===== config.mk =====
export PLATFORM = sky130hd
export DESIGN_NAME = simon_round_engine
export DESIGN_NICKNAME = d
export VERILOG_FILES = /design/src/rtl/simon_round_engine.sv
export SDC_FILE = /design/constraint.sdc
export NUM_CORES = 1
export LEC_CHECK = 0
export CORE_MARGIN = 2
export CORE_UTILIZATION = 40
export CTS_CLUSTER_DIAMETER = 30
export DETAILED_ROUTE_END_ITERATION = 8
export PLACE_DENSITY = 0.64
export SLEW_MARGIN = 10
export SYNTH_ARGS = -nofsm -noshare
export SYNTH_HDL_FRONTEND = slang
export SYNTH_SLANG_ARGS = --single-unit
export TNS_END_PERCENT = 20

===== constraint.sdc =====
create_clock -name clk -period 2.6 [get_ports clk]
set_clock_uncertainty 0.2 [all_clocks]
set_input_delay 0.52 -clock clk [delete_from_list [all_inputs] [get_ports clk]]
set_output_delay 0.52 -clock clk [all_outputs]
set_load 0.02 [all_outputs]

===== src/rtl/simon_round_engine.sv =====
// Simon Says round engine: LFSR prompt generator, key-press detector and
// round countdown, driven by the game controller.
module simon_round_engine #(
   parameter int TICKS_PER_STEP = 1000,
   parameter int BASE_STEPS     = 16
) (
   input  logic       clk,
   input  logic       rst,
   input  logic       sd_srst,
   input  logic       mem_en,
   input  logic       fr_en,
   input  logic [3:0] score,
   input  logic [3:0] keys,
   output logic [3:0] prompt_key,
   output logic       simon_says,
   output logic       sk_strobe,
   output logic       round_passed,
   output logic       sd_is_empty,
   output logic [7:0] count
);

   localparam int            PW         = (TICKS_PER_STEP > 1) ? $clog2(TICKS_PER_STEP) : 1;
   localparam logic [PW-1:0] PRESC_LAST = PW'(TICKS_PER_STEP - 1);
   localparam logic [7:0]    BASE       = 8'(BASE_STEPS);
   localparam logic [7:0]    LFSR_SEED  = 8'h5A;

   logic [7:0]    lfsr_q, lfsr_d;
   logic [3:0]    prompt_key_q, prompt_key_d;
   logic          simon_says_q, simon_says_d;
   logic          sk_strobe_q, sk_strobe_d;
   logic          round_passed_q, round_passed_d;
   logic [7:0]    count_q, count_d;
   logic [PW-1:0] presc_q, presc_d;
   logic [3:0]    keys_q, keys_d;
   logic          mem_en_q, mem_en_d;

   logic          lfsr_fb;
   logic          prompt_latch;
   logic          key_press;
   logic          key_accept;
   logic          key_hit;

   assign lfsr_fb      = lfsr_q[7] ^ lfsr_q[5] ^ lfsr_q[4] ^ lfsr_q[3];
   assign prompt_latch = mem_en_q & ~mem_en;
   assign key_press    = (keys_q == 4'b0000) && (keys != 4'b0000);
   assign key_accept   = key_press & ~fr_en;
   // Exact match against the prompt currently shown, so chords never pass.
   assign key_hit      = key_accept && simon_says_q && (keys == prompt_key_q);

   always_comb begin
      lfsr_d = lfsr_q;
      if (mem_en) begin
         lfsr_d = {lfsr_q[6:0], lfsr_fb};
      end
   end

   always_comb begin
      prompt_key_d = prompt_key_q;
      simon_says_d = simon_says_q;
      if (prompt_latch) begin
         simon_says_d = lfsr_q[7] | lfsr_q[6];
         unique case (lfsr_q[1:0])
            2'd0:    prompt_key_d = 4'b0001;
            2'd1:    prompt_key_d = 4'b0010;
            2'd2:    prompt_key_d = 4'b0100;
            default: prompt_key_d = 4'b1000;
         endcase
      end
   end

   // A correct press wins over the clear that a new prompt brings.
   always_comb begin
      round_passed_d = round_passed_q;
      if (key_hit) begin
         round_passed_d = 1'b1;
      end else if (prompt_latch) begin
         round_passed_d = 1'b0;
      end
   end

   always_comb begin
      sk_strobe_d = key_accept;
      keys_d      = keys;
      mem_en_d    = mem_en;
   end

   always_comb begin
      count_d = count_q;
      presc_d = presc_q;
      if (sd_srst) begin
         count_d = BASE - {4'b0000, score};
         presc_d = '0;
      end else if (count_q != 8'd0) begin
         if (presc_q == PRESC_LAST) begin
            presc_d = '0;
            count_d = count_q - 8'd1;
         end else begin
            presc_d = presc_q + 1'b1;
         end
      end else begin
         presc_d = '0;
      end
   end

   always_ff @(posedge clk) begin
      if (rst) begin
         lfsr_q         <= LFSR_SEED;
         prompt_key_q   <= 4'b0000;
         simon_says_q   <= 1'b0;
         sk_strobe_q    <= 1'b0;
         round_passed_q <= 1'b0;
         count_q        <= 8'd0;
         presc_q        <= '0;
         keys_q         <= 4'b0000;
         mem_en_q       <= 1'b0;
      end else begin
         lfsr_q         <= lfsr_d;
         prompt_key_q   <= prompt_key_d;
         simon_says_q   <= simon_says_d;
         sk_strobe_q    <= sk_strobe_d;
         round_passed_q <= round_passed_d;
         count_q        <= count_d;
         presc_q        <= presc_d;
         keys_q         <= keys_d;
         mem_en_q       <= mem_en_d;
      end
   end

   assign prompt_key   = prompt_key_q;
   assign simon_says   = simon_says_q;
   assign sk_strobe    = sk_strobe_q;
   assign round_passed = round_passed_q;
   assign count        = count_q;
   assign sd_is_empty  = (count_q == 8'd0);

endmodule


==> results.py, run 1 <==
metrics = {
    "sta": {
        "rsz0062_at_grt": "false",
        "slew-limit-headroom_pct": 66.5,
        "period_needed_ps": 2510,
        "setup_violations": 0,
        "period_share_pct": 96.7,
        "max_freq_mhz": 398,
        "layout_setup_ws_ps": 86.1,
        "tightest_slew_ps": 496,
        "timing.final.max_slew_violations": 0,
        "hold_viol_final": 0,
    },
    "grt": {
        "grt_pass1_wl_um": 6440,
        "use_met3_pct": 3.78,
        "grt_usage_pct": 16.4,
        "gr-total-overflow": 0,
        "grt_max_degree": 30,
        "grt_busiest_layer": "met2",
        "use_met2_pct": 27.1,
        "antenna_found_initial": 0,
        "grt_pass1_vias": 1387,
        "use_met1_pct": 20.9,
    },
    "synth": {
        "syn_area_um2": 1720,
        "syn_nets": 205,
        "yosysSeqAreaShare_pct": 44.2,
        "avgSynthCellArea_um2": 9.15,
        "synth_cell_types": 43,
        "synth_most_common_cell": "dfxtp_1",
        "yosys_register_bits": 38,
        "synthArstFlopShare_pct": 0,
        "synth_area_leaders": "dfxtp_1 44%, xor2_1 5.1%, nor2_1 4.8%",
        "synth_edf_count": 0,
        "synthCells": 188,
        "synth_top_cell_area_share_pct": 44.2,
        "yosysTopAreaCell": "dfxtp_1",
        "synth.top_cells.by_count": "38 x dfxtp_1, 22 x nor2_1, 11 x nor2b_1, 10 x xor2_1, 9 x a21oi_1",
        "ys.flop_type": "dfxtp_1",
        "ys.warnings.count": 0,
    },
    "cells_and_area": {
        "drive_gt1_share_pct": 11.5,
        "final_nets": 242,
        "finalInstanceArea_um2": 2240,
        "area_growth_pct": 30.3,
        "antennaDiodeCount": 0,
    },
    "clock_network": {
        "htreeDepth": 2,
        "cts_buffers": 5,
        "cts_setup_buffers": 0,
        "path_clk_slew_ps": 70,
        "clk_path_buf_depth": 2,
        "root_buffer": "clkbuf_8",
        "tritoncts": "done",
        "clk_latency_ps": 290,
        "cts_sinks": 38,
    },
    "routing": {
        "drcViolationCount": 0,
        "vias_per_cell": 5.24,
        "final_antenna_net_count": 0,
        "drt-total-wl_um": 3730,
        "vias": 1446,
        "post_drt_wl_per_cell_um": 13.5,
        "dr.first_iter.drc_count": 160,
        "drt-pass1-iter-count": 4,
    },
    "pwr": {
        "ir_drop_v": 0.000459,
        "p_per_area_nw_per_um2": 640,
        "leakagePower_nw": 0.856,
        "p_total_mw": 1.43,
    },
    "critical_path": {
        "cp_slowest_cell": "or4_4",
        "r2r_setup_slack_ps": 350,
        "cp.arrival_ps": 1790,
        "endpoint_kind": "primary output",
        "cp.required_ps": 1880,
        "path_cells": "or4_4, or4_4, clkinv_2, buf_2",
        "crit_path_frequent_cell": "or4_4",
        "start_kind": "flip-flop",
        "crit_path_max_fanout": 2,
        "slowest_delay_ps": 530,
        "path_class": "flip-flop to primary output",
    },
    "outcome": {
        "outcome": "complete, no violations",
    },
    "floorplan": {
        "core.rowCount": 23,
        "die_w_um": 69.6,
        "dieArea_um2": 4840,
        "io_pins": 29,
        "initial_core_util_pct": 42.4,
        "core-area_um2": 4060,
        "die_height_um": 69.6,
    },
    "placement": {
        "portBuffers": 28,
        "dp_hpwl_um": 2730,
        "routabilityCongestion": 0.828,
        "placed_cell_area_um2": 2100,
        "preCtsSetupSlack_ps": -43.0,
    },
    "run": {
        "cap_viol_max_count": 0,
    },
    "worst_hold_path": {
        "hp-class": "flip-flop to flip-flop",
    },
}
## cell usage in the layout, fill, tap and decap left out, drive strengths merged, types with 3 or more instances in the layout
| cell type | netlist | layout |
|---|---|---|
| xnor2 | 7 | 7 |
| nor3 | 8 | 8 |
| nand2 | 7 | 7 |
| nand4 | 3 | 3 |
| clkbuf | 4 | 6 |
| ha | 4 | 4 |
| nor2 | 22 | 22 |
| mux2i | 3 | 3 |
| or4 | 8 | 8 |
| inv | 7 | 7 |
| xor2 | 10 | 10 |
| a21oi | 9 | 9 |
| a211o | 4 | 4 |
| nand3 | 7 | 7 |
| dfxtp | 38 | 38 |
| buf | 5 | 12 |
| clkdlybuf4s50 | 0 | 27 |
| nor2b | 11 | 11 |
## cell families after synthesis
family,count (synthesis),synth area share [%]
AND/OR/NAND/NOR,82,26.5
flip-flops,38,44.2
AO/OA/AOI/OAI,27,11.7
XOR/XNOR,17,8.65
buffers and inverters,17,4.29
adder cells (fa/ha/maj),4,2.91
multiplexers,3,1.75
## metrics by stage
stage | std cells | hold slack (ps) | utilization [%] | setup TNS (ps)
2_1_floorplan | 188 | 226 | - | 0
3_3_place_gp | 268 | 244 | 51.8 | -29.1
3_5_place_dp | 268 | 256 | 51.8 | -43.0
4_1_cts | 276 | 276 | 55.2 | 0
5_1_grt | 276 | 294 | 55.2 | 0
6_report | 276 | 266 | 55.2 | 0
## registers in the layout, indices dropped and copies added, names as in the netlist, 4 cells and up
| signal | cells |
|---|---|
| count | 8 |
| keys_q | 4 |
| lfsr_q | 8 |
| presc_q | 10 |
| prompt_key | 4 |
## worst max-delay path: cells and delay by family (launching register included)
kind	cells	cell delay, ps
flops	1	320
simple gates	2	970
buf+inv	2	220
## final timing paths
check | from | to | cells past startpoint
min | presc_q[0] | presc_q[0] | 1
max reg2reg | count[2] | count[2] | 5
max | count[2] | sd_is_empty | 4
min reg2reg | presc_q[0] | presc_q[0] | 1
## where the power goes
group	switching (mW)	internal, mW
sequential	0.0183	0.607
clock	0.204	0.409
combinational	0.0968	0.0984
## layer usage
layer / share of wire (%) / vias up
met5: 0 / -
met4: 0.88 / 0
met3: 4.0 / 4
met2: 50 / 22
met1: 45 / 680
li1: - / 740
## area by class of cell
cell class                      count  area (um2)
Clock buffer                        6        82.6
Clock inverter                      2        60.1
Fill cell                         362        1820
Inverter                            8        31.3
Multi-Input combinational cell    133         886
Sequential cell                    38         761
Tap cell                           50        62.6
Timing Repair Buffer               39         358
## timing repair
action	4_1_cts	5_1_grt
hold buffers	0	0
setup endpoints to repair	1	0
resized for setup	4	0
(Power assumes the default switching activity.)
==> run 2, diff against run 1 <==
--- a/config.mk
+++ b/config.mk
@@ -9,7 +9,8 @@
 export CORE_UTILIZATION = 40
 export CTS_CLUSTER_DIAMETER = 30
 export DETAILED_ROUTE_END_ITERATION = 8
-export PLACE_DENSITY = 0.64
+export DONT_BUFFER_PORTS = 1
+export PLACE_DENSITY = 0.55
 export SLEW_MARGIN = 10
 export SYNTH_ARGS = -nofsm -noshare
 export SYNTH_HDL_FRONTEND = slang
==> run 2 against run 1 <==
Maximum frequency down 1.3%. Critical endpoint unchanged. Hold slack worse by 160 ps. Clock power is 18% lower. Via count shrank 7.6%. Register-to-register slack got worse by 110 ps. Critical path type unchanged. Sequential power up 2%. First-iteration DRC count decreased by 54%. Sequential cell count stayed put.
==> results.py, run 2 (synthesis gave the netlist of run 1 again) <==
metrics = {
    "cells_and_area": {
        "fill_cells": 386,
        "layout_common_cells": "37 x dfxtp_1, 22 x nor2_1, 11 x nor2b_1",
        "final_nets": 206,
        "final_common_cell": "dfxtp_1",
        "final_cells": 239,
        "drive_gt1_share_pct": 8.99,
        "fin_util_pct": 46.3,
        "area_growth_pct": 9.16,
        "largest_reg_flops": 10,
        "largest_register": "presc_q",
        "antennaDiodeCount": 0,
    },
    "placement": {
        "routabilityCongestion": 0.780,
        "dp_hpwl_um": 2450,
        "dpl.cell_count": 231,
        "portBuffers": 0,
    },
    "sta": {
        "setup_violations": 0,
        "rsz0062_at_grt": "false",
        "tightest_slew_ps": 530,
        "final.setup.tns_ps": 0,
        "max_freq_mhz": 393,
        "hold_viol_final": 0,
        "period_needed_ps": 2550,
        "period_share_pct": 98.0,
        "holdWs_ps": 107,
        "timing.final.max_slew_violations": 0,
        "slew-limit-headroom_pct": 64.2,
    },
    "pwr": {
        "leakagePower_nw": 0.698,
        "p_per_area_nw_per_um2": 671,
        "p_total_mw": 1.26,
        "ir_drop_v": 0.000284,
    },
    "grt": {
        "antenna_found_initial": 0,
        "grt_pass1_vias": 1283,
        "gr-total-overflow": 0,
        "grt_pass1_wl_um": 5750,
        "grt_max_degree": 31,
        "grt_usage_pct": 14.6,
    },
    "routing": {
        "drt-pass1-iter-count": 4,
        "drcViolationCount": 0,
        "post_drt_wl_per_cell_um": 14.0,
        "dr.first_iter.drc_count": 74,
        "vias_per_cell": 5.59,
        "final_antenna_net_count": 0,
        "drt-total-wl_um": 3340,
        "vias": 1336,
    },
    "critical_path": {
        "cp_slowest_cell": "or4_4",
        "start_kind": "flip-flop",
        "r2r_cells": 5,
        "r2r_start": "count[4]",
        "cp.buffers_inverters": 1,
        "cp.required_ps": 1880,
        "path_delay_family": "simple AND/OR/NAND/NOR gates",
        "timing.rr.end": "count[0]",
        "crit_path_max_fanout": 5,
        "path_class": "flip-flop to primary output",
        "crit_end": "sd_is_empty",
        "r2r_setup_slack_ps": 240,
        "critical_path_depth": 3,
        "slowest_delay_ps": 530,
        "endpoint_kind": "primary output",
        "cp.arrival_ps": 1830,
        "cp-startpoint": "count[4]",
        "crit_path_frequent_cell": "or4_4",
        "path_cells": "or4_4, or4_4, inv_4",
    },
    "clock_network": {
        "clk_path_buf_depth": 2,
        "htreeDepth": 2,
        "root_buffer": "clkbuf_8",
        "tritoncts": "done",
        "cts_sinks": 38,
        "path_clk_slew_ps": 70,
        "cts_buffers": 5,
        "clk_latency_ps": 280,
    },
    "worst_hold_path": {
        "hp-class": "input port to flip-flop",
    },
    "outcome": {
        "outcome": "complete, no violations",
    },
    "floorplan": {
        "dieArea_um2": 4840,
        "initial_core_util_pct": 42.4,
        "die_height_um": 69.6,
        "core.rowCount": 23,
        "die_w_um": 69.6,
        "io_pins": 29,
        "core-area_um2": 4060,
    },
    "run": {
        "cap_viol_max_count": 0,
    },
}
-- run 2: power by group --
| group | total (mW) | internal, mW | switching [mW] |
|---|---|---|---|
| sequential | 0.635 | 0.607 | 0.0275 |
| clock | 0.505 | 0.307 | 0.198 |
| combinational | 0.121 | 0.0588 | 0.0624 |
-- run 2: worst min path at each step --
stage	start	endpoint	slack [ps]	cells after the start
2_1_floorplan	presc_q[0]	presc_q[0]	230	1
3_3_place_gp	presc_q[0]	presc_q[0]	240	1
3_5_place_dp	lfsr_q[2]	lfsr_q[3]	270	1
4_1_cts	rst	prompt_key[2]	90	1
5_1_grt	rst	keys_q[2]	90	1
6_report	rst	prompt_key[2]	110	1
-- run 2: repair_timing --
action,4_1_cts,5_1_grt
buffers inserted,0,1
pin swaps,0,1
hold buffers,0,0
endpoints found under the setup margin,1,1
resized for setup,1,1
-- run 2: final cells by class --
cell class              count  area (um2)  area share (%)
multi-input cells         133         886            47.2
flip-flops and latches     38         762            40.6
clock buffers               6        82.6            4.40
well taps                  50        62.6            3.33
inverters                   8        32.5            1.73
clock inverters             1        30.0            1.60
repair buffers              3        22.5            1.20
-- run 2: through the flow --
step	area (um2)	worst slack, ps
2_1_floorplan	1720	257
3_3_place_gp	1760	279
3_5_place_dp	1760	192
4_1_cts	1870	43.6
5_1_grt	1880	5.61
6_report	1880	52.8
-- run 2: routing by layer --
| layer | vias to the layer above | share of wire (%) | global-route usage (%) |
|---|---|---|---|
| li1 | 667 | - | - |
| met1 | 625 | 41 | 16.2 |
| met3 | 5 | 8.4 | 6.40 |
| met5 | - | 0 | 0 |
| met2 | 39 | 49 | 24.3 |
| met4 | 0 | 1.3 | 6.32 |
